$ cat src/rtl/apb4_sysinfo.sv
// APB4 system-information slave: lockable ID registers, scratch registers and a
// free-running uptime counter whose upper word is shadowed on each low-word read.
module apb4_sysinfo #(
    parameter logic [31:0] SYS_VAL = 32'h101F_1010,
    parameter logic [31:0] IDL_VAL = 32'hFFFF_2022,
    parameter logic [31:0] IDH_VAL = 32'hFFFF_FFFF,
    parameter int unsigned NUM_SCR = 4,
    parameter int unsigned UPT_W   = 64
) (
    input  logic        pclk,
    input  logic        presetn,
    input  logic [7:0]  paddr,
    input  logic        psel,
    input  logic        penable,
    input  logic        pwrite,
    input  logic [31:0] pwdata,
    input  logic [3:0]  pstrb,
    output logic [31:0] prdata,
    output logic        pready,
    output logic        pslverr
);
    localparam int unsigned SCR_N = (NUM_SCR == 0) ? 1 : NUM_SCR;
    localparam int unsigned SHW_W = UPT_W - 32;

    localparam logic [5:0] IDX_SYS  = 6'd0;
    localparam logic [5:0] IDX_IDL  = 6'd1;
    localparam logic [5:0] IDX_IDH  = 6'd2;
    localparam logic [5:0] IDX_CTRL = 6'd3;
    localparam logic [5:0] IDX_UPTL = 6'd4;
    localparam logic [5:0] IDX_UPTH = 6'd5;
    localparam logic [5:0] IDX_SCR0 = 6'd6;

    logic             whs, rhs;
    logic [5:0]       idx;
    logic             unused_addr;

    logic [31:0]             sys_q, sys_d, idl_q, idl_d, idh_q, idh_d;
    logic [SCR_N-1:0][31:0]  scr_q, scr_d;
    logic                    lock_q, lock_d, upten_q, upten_d;
    logic [UPT_W-1:0]        cnt_q, cnt_d;
    logic [SHW_W-1:0]        shw_q, shw_d;

    assign whs         = psel & penable & pwrite;
    assign rhs         = psel & penable & ~pwrite;
    assign idx         = paddr[7:2];
    assign unused_addr = ^paddr[1:0];

    function automatic logic [31:0] merge_bytes(input logic [31:0] old_v,
                                                input logic [31:0] new_v,
                                                input logic [3:0]  strb);
        logic [31:0] res;
        for (int b = 0; b < 4; b++)
            res[8*b +: 8] = strb[b] ? new_v[8*b +: 8] : old_v[8*b +: 8];
        return res;
    endfunction

    // Address decode and read mux; scratch slots beyond NUM_SCR stay unmapped.
    logic        hit;
    logic [31:0] rd_val;
    always_comb begin
        hit    = 1'b1;
        rd_val = '0;
        case (idx)
            IDX_SYS:  rd_val = sys_q;
            IDX_IDL:  rd_val = idl_q;
            IDX_IDH:  rd_val = idh_q;
            IDX_CTRL: rd_val = {30'd0, upten_q, lock_q};
            IDX_UPTL: rd_val = cnt_q[31:0];
            IDX_UPTH: rd_val = 32'(shw_q);
            default: begin
                hit = 1'b0;
                for (int k = 0; k < NUM_SCR; k++) begin
                    if (idx == IDX_SCR0 + 6'(k)) begin
                        hit    = 1'b1;
                        rd_val = scr_q[k];
                    end
                end
            end
        endcase
    end

    logic lock_viol, ro_viol, err;
    logic id_wr, ctrl_wr, upt_clr;

    assign lock_viol = whs & lock_q & (idx <= IDX_IDH);
    assign ro_viol   = whs & ((idx == IDX_UPTL) | (idx == IDX_UPTH));
    assign err       = ((whs | rhs) & ~hit) | lock_viol | ro_viol;
    assign id_wr     = whs & ~lock_q;
    assign ctrl_wr   = whs & (idx == IDX_CTRL) & pstrb[0];
    assign upt_clr   = ctrl_wr & pwdata[2];

    // Outputs are forced quiet while reset is held, even mid-access.
    assign pready  = 1'b1;
    assign pslverr = presetn & err;
    assign prdata  = (presetn & rhs & hit) ? rd_val : '0;

    always_comb begin
        sys_d   = sys_q;
        idl_d   = idl_q;
        idh_d   = idh_q;
        scr_d   = scr_q;
        lock_d  = lock_q;
        upten_d = upten_q;
        shw_d   = shw_q;
        cnt_d   = cnt_q;

        if (id_wr && idx == IDX_SYS) sys_d = merge_bytes(sys_q, pwdata, pstrb);
        if (id_wr && idx == IDX_IDL) idl_d = merge_bytes(idl_q, pwdata, pstrb);
        if (id_wr && idx == IDX_IDH) idh_d = merge_bytes(idh_q, pwdata, pstrb);
        for (int k = 0; k < NUM_SCR; k++)
            if (whs && idx == IDX_SCR0 + 6'(k)) scr_d[k] = merge_bytes(scr_q[k], pwdata, pstrb);

        if (ctrl_wr) begin
            lock_d  = lock_q | pwdata[0];
            upten_d = pwdata[1];
        end

        if (rhs && idx == IDX_UPTL) shw_d = cnt_q[UPT_W-1:32];

        if (upt_clr)      cnt_d = '0;
        else if (upten_q) cnt_d = cnt_q + UPT_W'(1);
    end

    always_ff @(posedge pclk or negedge presetn) begin
        if (!presetn) begin
            sys_q   <= SYS_VAL;
            idl_q   <= IDL_VAL;
            idh_q   <= IDH_VAL;
            scr_q   <= '0;
            lock_q  <= 1'b0;
            upten_q <= 1'b1;
            cnt_q   <= '0;
            shw_q   <= '0;
        end else begin
            sys_q   <= sys_d;
            idl_q   <= idl_d;
            idh_q   <= idh_d;
            scr_q   <= scr_d;
            lock_q  <= lock_d;
            upten_q <= upten_d;
            cnt_q   <= cnt_d;
            shw_q   <= shw_d;
        end
    end
endmodule

$ cat config.mk
export PLATFORM = sky130hd
export DESIGN_NAME = apb4_sysinfo
export DESIGN_NICKNAME = d
export VERILOG_FILES = /design/src/rtl/apb4_sysinfo.sv
export SDC_FILE = /design/constraint.sdc
export NUM_CORES = 1
export LEC_CHECK = 0
export BUFFER_PORTS_ARGS = -buffer_cell sky130_fd_sc_hd__buf_2
export CAP_MARGIN = 0
export CORE_UTILIZATION = 45
export DETAILED_ROUTE_END_ITERATION = 16
export PLACE_DENSITY = 0.75
export SYNTH_ARGS = -nofsm -noshare
export SYNTH_HDL_FRONTEND = slang
export SYNTH_SLANG_ARGS = --single-unit
$ cat constraint.sdc
create_clock -name pclk -period 2.6 [get_ports pclk]
set_clock_uncertainty 0.05 [all_clocks]
set_input_delay 0.39 -clock pclk [delete_from_list [all_inputs] [get_ports pclk]]
set_output_delay 0.39 -clock pclk [all_outputs]
set_load 0.02 [all_outputs]
# After elaboration in Yosys (flattened, before gate mapping)
# Index checks and enable logic that the tools add are counted.
# word_totals
elab_cells,117
out_inout_bits,34
input_bits,49
reg_bits,322
# classes
order_cmp,1
bitwise,22
n_mux,13
eq_ne,9
reduce_logical,39
addsub,1
# ops
op,n
$pmux W32 S6,1
$mux W32,5
$mux W64,2
$add A64 B1 Y64 const B,1
$reduce_and A2 Y1,28
$eq A6 B3 Y1 const B,4
$and A1 B1 Y1,14
$eq A6 B2 Y1 const B,2
$eq A6 B4 Y1 const B,2
$logic_and A1 B1 Y1,8
$eq A6 B1 Y1 const B,1
$le A6 B2 Y1 const B,1
$logic_not A6 Y1,1
$reduce_or A6 Y1,1
$mux W1,5
$or A1 B1 Y1,5
$not A1 Y1,3
$reduce_bool A2 Y1,1

# Depth between registers and ports, before layout
# depth
word_depth,11
ltp_mapped,9

# Worst setup path before layout
# Ideal clock, no wire load.
# synth_path
path_type,input to output
start,input paddr[5]
end,output prdata[2]
arrival_time_ns,2.647
stages,8
path_buffers,3
path_slack_ns,-0.487
cell_sequence,clkbuf_1 > nor4b_1 > and3_1 > clkbuf_1 > clkbuf_1 > a221o_1 > a221oi_1 > a211oi_1
# synth_via
elab_chain_len,8
word_cells_on_any_way,23
classes_between,9 x eq/ne; 11 x mux; 1 x bitwise; 2 x reduce/logical
# synth_rtl
item,line_no,rtl
"start, declared",12,"input logic [7:0] paddr,"
$eq A6 B3 Y1,73,if (idx == IDX_SCR0 + 6'(k)) begin
$mux W1 (4 in series),73,
$mux W1,63,case (idx)
$and A1 B1 Y1,95,assign prdata = (presetn & rhs & hit) ? rd_val : '0;
$mux W32 (*),95,
"end, declared",18,"output logic [31:0] prdata,"
# Mark *: on every way between the ends. The rest lies on a longest branch, timed or not.

# Worst setup path in the final report
# layout_path
start,register upten_q
end,output prdata[1]
# layout_via
elab_chain_len,2
# layout_rtl
item,line_no,rtl
"start, declared",39,"logic lock_q, lock_d, upten_q, upten_d;"
"start signal, assigned",140,upten_q <= upten_d;
$pmux W32 S6,63,
$mux W32,95,
# No other way between the ends.

==> flow_summary_export.csv <==
group,metric,value,unit
synth,yosysSeqAreaShare,54.3,%
layout,final_nets,1459,
synth,syn_avg_cell_area,12.4,µm²
detailed_routing,via_per_inst,6.20,
worst_setup_path,worstPathMaxFanout,3,
layout,layout_common_cells,"dfrtp_1 (262), mux2_2 (252), buf_4 (162)",
clocking,clock_sinks,322,
sta,rsz0062_at_grt,"yes",
detailed_routing,wl_per_cell,22.6,µm
grt,grt_max_degree,178,
floorplanning,chipHeight,184,µm
worst_setup_path,path_cells,"buf_6, mux4_2, a222oi_1, a221oi_2, buf_4",
place,place_congestion,0.918,
sta,maxSlewViolCount,0,
layout,diodes,0,
synth,synth-seq-cells,322,
sta,holdWs,140,ps
layout,final_common_cell,"dfrtp_1",
layout,final_cell_area,18600,µm²
worst_setup_path,worstSetupPathType,"reg -> out",
place,hpwl,27900,µm
synth,ys.flop_type,"dfrtp_1",
sta,fin_ws,-39.0,ps
clocking,root_buffer,"clkbuf_16",
layout,instances_no_fill,1876,
floorplanning,io_pins,83,
layout,utilization,57.0,%
detailed_routing,final_antenna_net_count,0,
place,io_buffers,79,
power_and_ir_drop,leakage,8.34,nW
synth,synth_edf_count,0,
worst_setup_path,crit_slowest_cell,"mux4_2",
power_and_ir_drop,power_density,703,nW/µm²
clocking,cts.clk_slew.worst_paths,60,ps
worst_setup_path,slowest_delay,440,ps
floorplanning,fp-row-count,66,
synth,synth_nets,1257,
sta,worst_pin_slew,1100,ps
place,place_inst,1805,
grt,antenna_found_initial,1,
floorplanning,dieArea,34000,µm²
layout,final_layout_size_suffix_gt1_share,46.7,%
clocking,h-tree-depth,2,
worst_setup_path,arrival,2200,ps
clocking,cts-buffers-inserted,35,
clocking,cts_tree,"built",
floorplanning,initial_core_util,45.9,%
floorplanning,die_x,184,µm
grt,gr-total-overflow,0,
detailed_routing,first_pass_iters,8,
detailed_routing,vias,11600,
grt,grt_pass1_wl,66100,µm
worst_setup_path,path_delay_family,"compound AO/OA/AOI/OAI gates",
clocking,clock_path_buffers,3,
grt,track_usage,25.1,%
hold_path,hp-class,"in -> reg",
synth,synthArstFlopShare,100,%
place,preCtsSetupSlack,-121,ps
sta,max_freq,379,MHz
sta,hold_viol_final,0,
sta,fin_crit_sh,101,%
detailed_routing,drc_errors,0,
layout,area_growth,24.3,%
worst_setup_path,start_kind,"flip-flop",
run_status,violations,"negative setup slack",
worst_setup_path,endpoint_kind,"primary output",
synth,yosys.cell_types.count,52,
synth,synthesis.area,15000,µm²
sta,setup_viol,6,
sta,slew_headroom,26.6,%
synth,syn_inst,1207,
detailed_routing,drt_iter0_drc,1132,
worst_setup_path,required,2160,ps
run_status,status,"finished, violations left",
worst_setup_path,crit_buf_inv,2,
grt,grt_pass1_vias,11900,
detailed_routing,wl,42300,µm
run,drv_cap,0,
place,dpl_cell_area,17200,µm²
clocking,clk_latency,520,ps
synth,yosys_warnings,0,
sta,period_needed,2640,ps
floorplanning,coreArea,32600,µm²
power_and_ir_drop,ir_drop,522,µV
==> cells in the mapped netlist, drive strengths merged (13+ instances only) <==
| master | number | area (µm²) |
|---|---|---|
| a211oi | 31 | 233 |
| a21oi | 19 | 95.1 |
| a221o | 31 | 310 |
| a221oi | 63 | 552 |
| a222oi | 32 | 320 |
| and3 | 15 | 93.8 |
| clkbuf | 73 | 277 |
| dfrtp | 262 | 6560 |
| dfstp | 60 | 1580 |
| mux2 | 252 | 2840 |
| nand2 | 59 | 221 |
| nand3 | 27 | 135 |
| nand4 | 26 | 193 |
| nor2 | 63 | 236 |
| nor3 | 22 | 110 |
| nor4 | 24 | 156 |
| o21ai | 24 | 120 |
| or3 | 17 | 108 |
| or4 | 13 | 103 |
| xnor2 | 27 | 236 |
| xor2 | 14 | 123 |
==> worst min-delay path: stages <==
cell,delay (ps)
buf_2,150
nand2_1,80
nand2_1,50
==> cell families (layout without fill, tap and decap cells) <==
kind of cell               count (synthesis)  in the layout  synth area share, %
DFF                                      322            322                 54.3
and+or+nand+nor                          286            286                 10.0
muxes                                    255            255                 19.3
AOI/OAI and AO/OA                        210            210                 11.4
buffers and inverters                     91            318                 2.36
xor gates and xnor gates                  41             41                 2.40
adders and majority gates                  1              1               0.0836
other                                      1              1               0.0251
==> power by group <==
group	internal (mW)	total (mW)	switching, mW
sequential	5.34	5.63	0.292
combinational	1.07	2.57	1.49
clock	2.89	4.88	1.99
total	9.30	13.1	3.77
==> metrics by stage <==
| step | total power [mW] | setup TNS [ps] |
|---|---|---|
| after floorplan | 6.95 | -1740 |
| final | 13.1 | -131 |
| after global routing | 13.6 | -883 |
| after CTS | 13.1 | -83.5 |
| after global placement | 8.06 | -3110 |
| after detailed placement | 8.15 | -6190 |
==> sequential cells by signal, indices dropped and copies added, names as in the netlist <==
signal and flops:
upten_q 1, idh_q 32, sys_q 32, idl_q 32, scr_q 128, lock_q 1, cnt_q 64, shw_q 32
==> cell type report <==
class	count	area, µm²
repair buffers	246	2000
multi-input cells	794	6760
clock buffers	52	1010
fillers	2573	14000
flip-flops and latches	322	8130
inverters	10	37.5
well taps	442	553
clock inverters	10	106
==> path summary, 6_finish.rpt <==
kind | from | endpoint | slack, ps | cells past startpoint
setup / recovery | upten_q | prdata[1] | -40 | 5
hold / removal | pwdata[0] | lock_q | 140 | 3
setup reg to reg | upten_q | cnt_q[56] | 40 | 5
hold reg to reg | shw_q[15] | shw_q[15] | 450 | 2
max in group asynchronous | presetn | scr_q[55] | 1010 | 3
min in group asynchronous | presetn | scr_q[68] | 430 | 3
==> what timing repair did <==
item,CTS,global route
cloned,0,1
gates resized for setup,22,48
pin swaps,4,9
hold endpoints to repair,29,0
setup buffers,2,4
hold buffers,2,0
endpoints found under the setup margin,35,42
==> metal layers <==
| layer | up-vias | GRT usage [%] | routed length, µm |
|---|---|---|---|
| li1 | 5031 | - | - |
| met1 | 5997 | 33.7 | 17700 |
| met2 | 476 | 40.2 | 20300 |
| met3 | 117 | 4.03 | 2620 |
| met4 | 2 | 11.0 | 1660 |
| met5 | - | 0 | 17 |
Power figures use the tool's default switching activity.
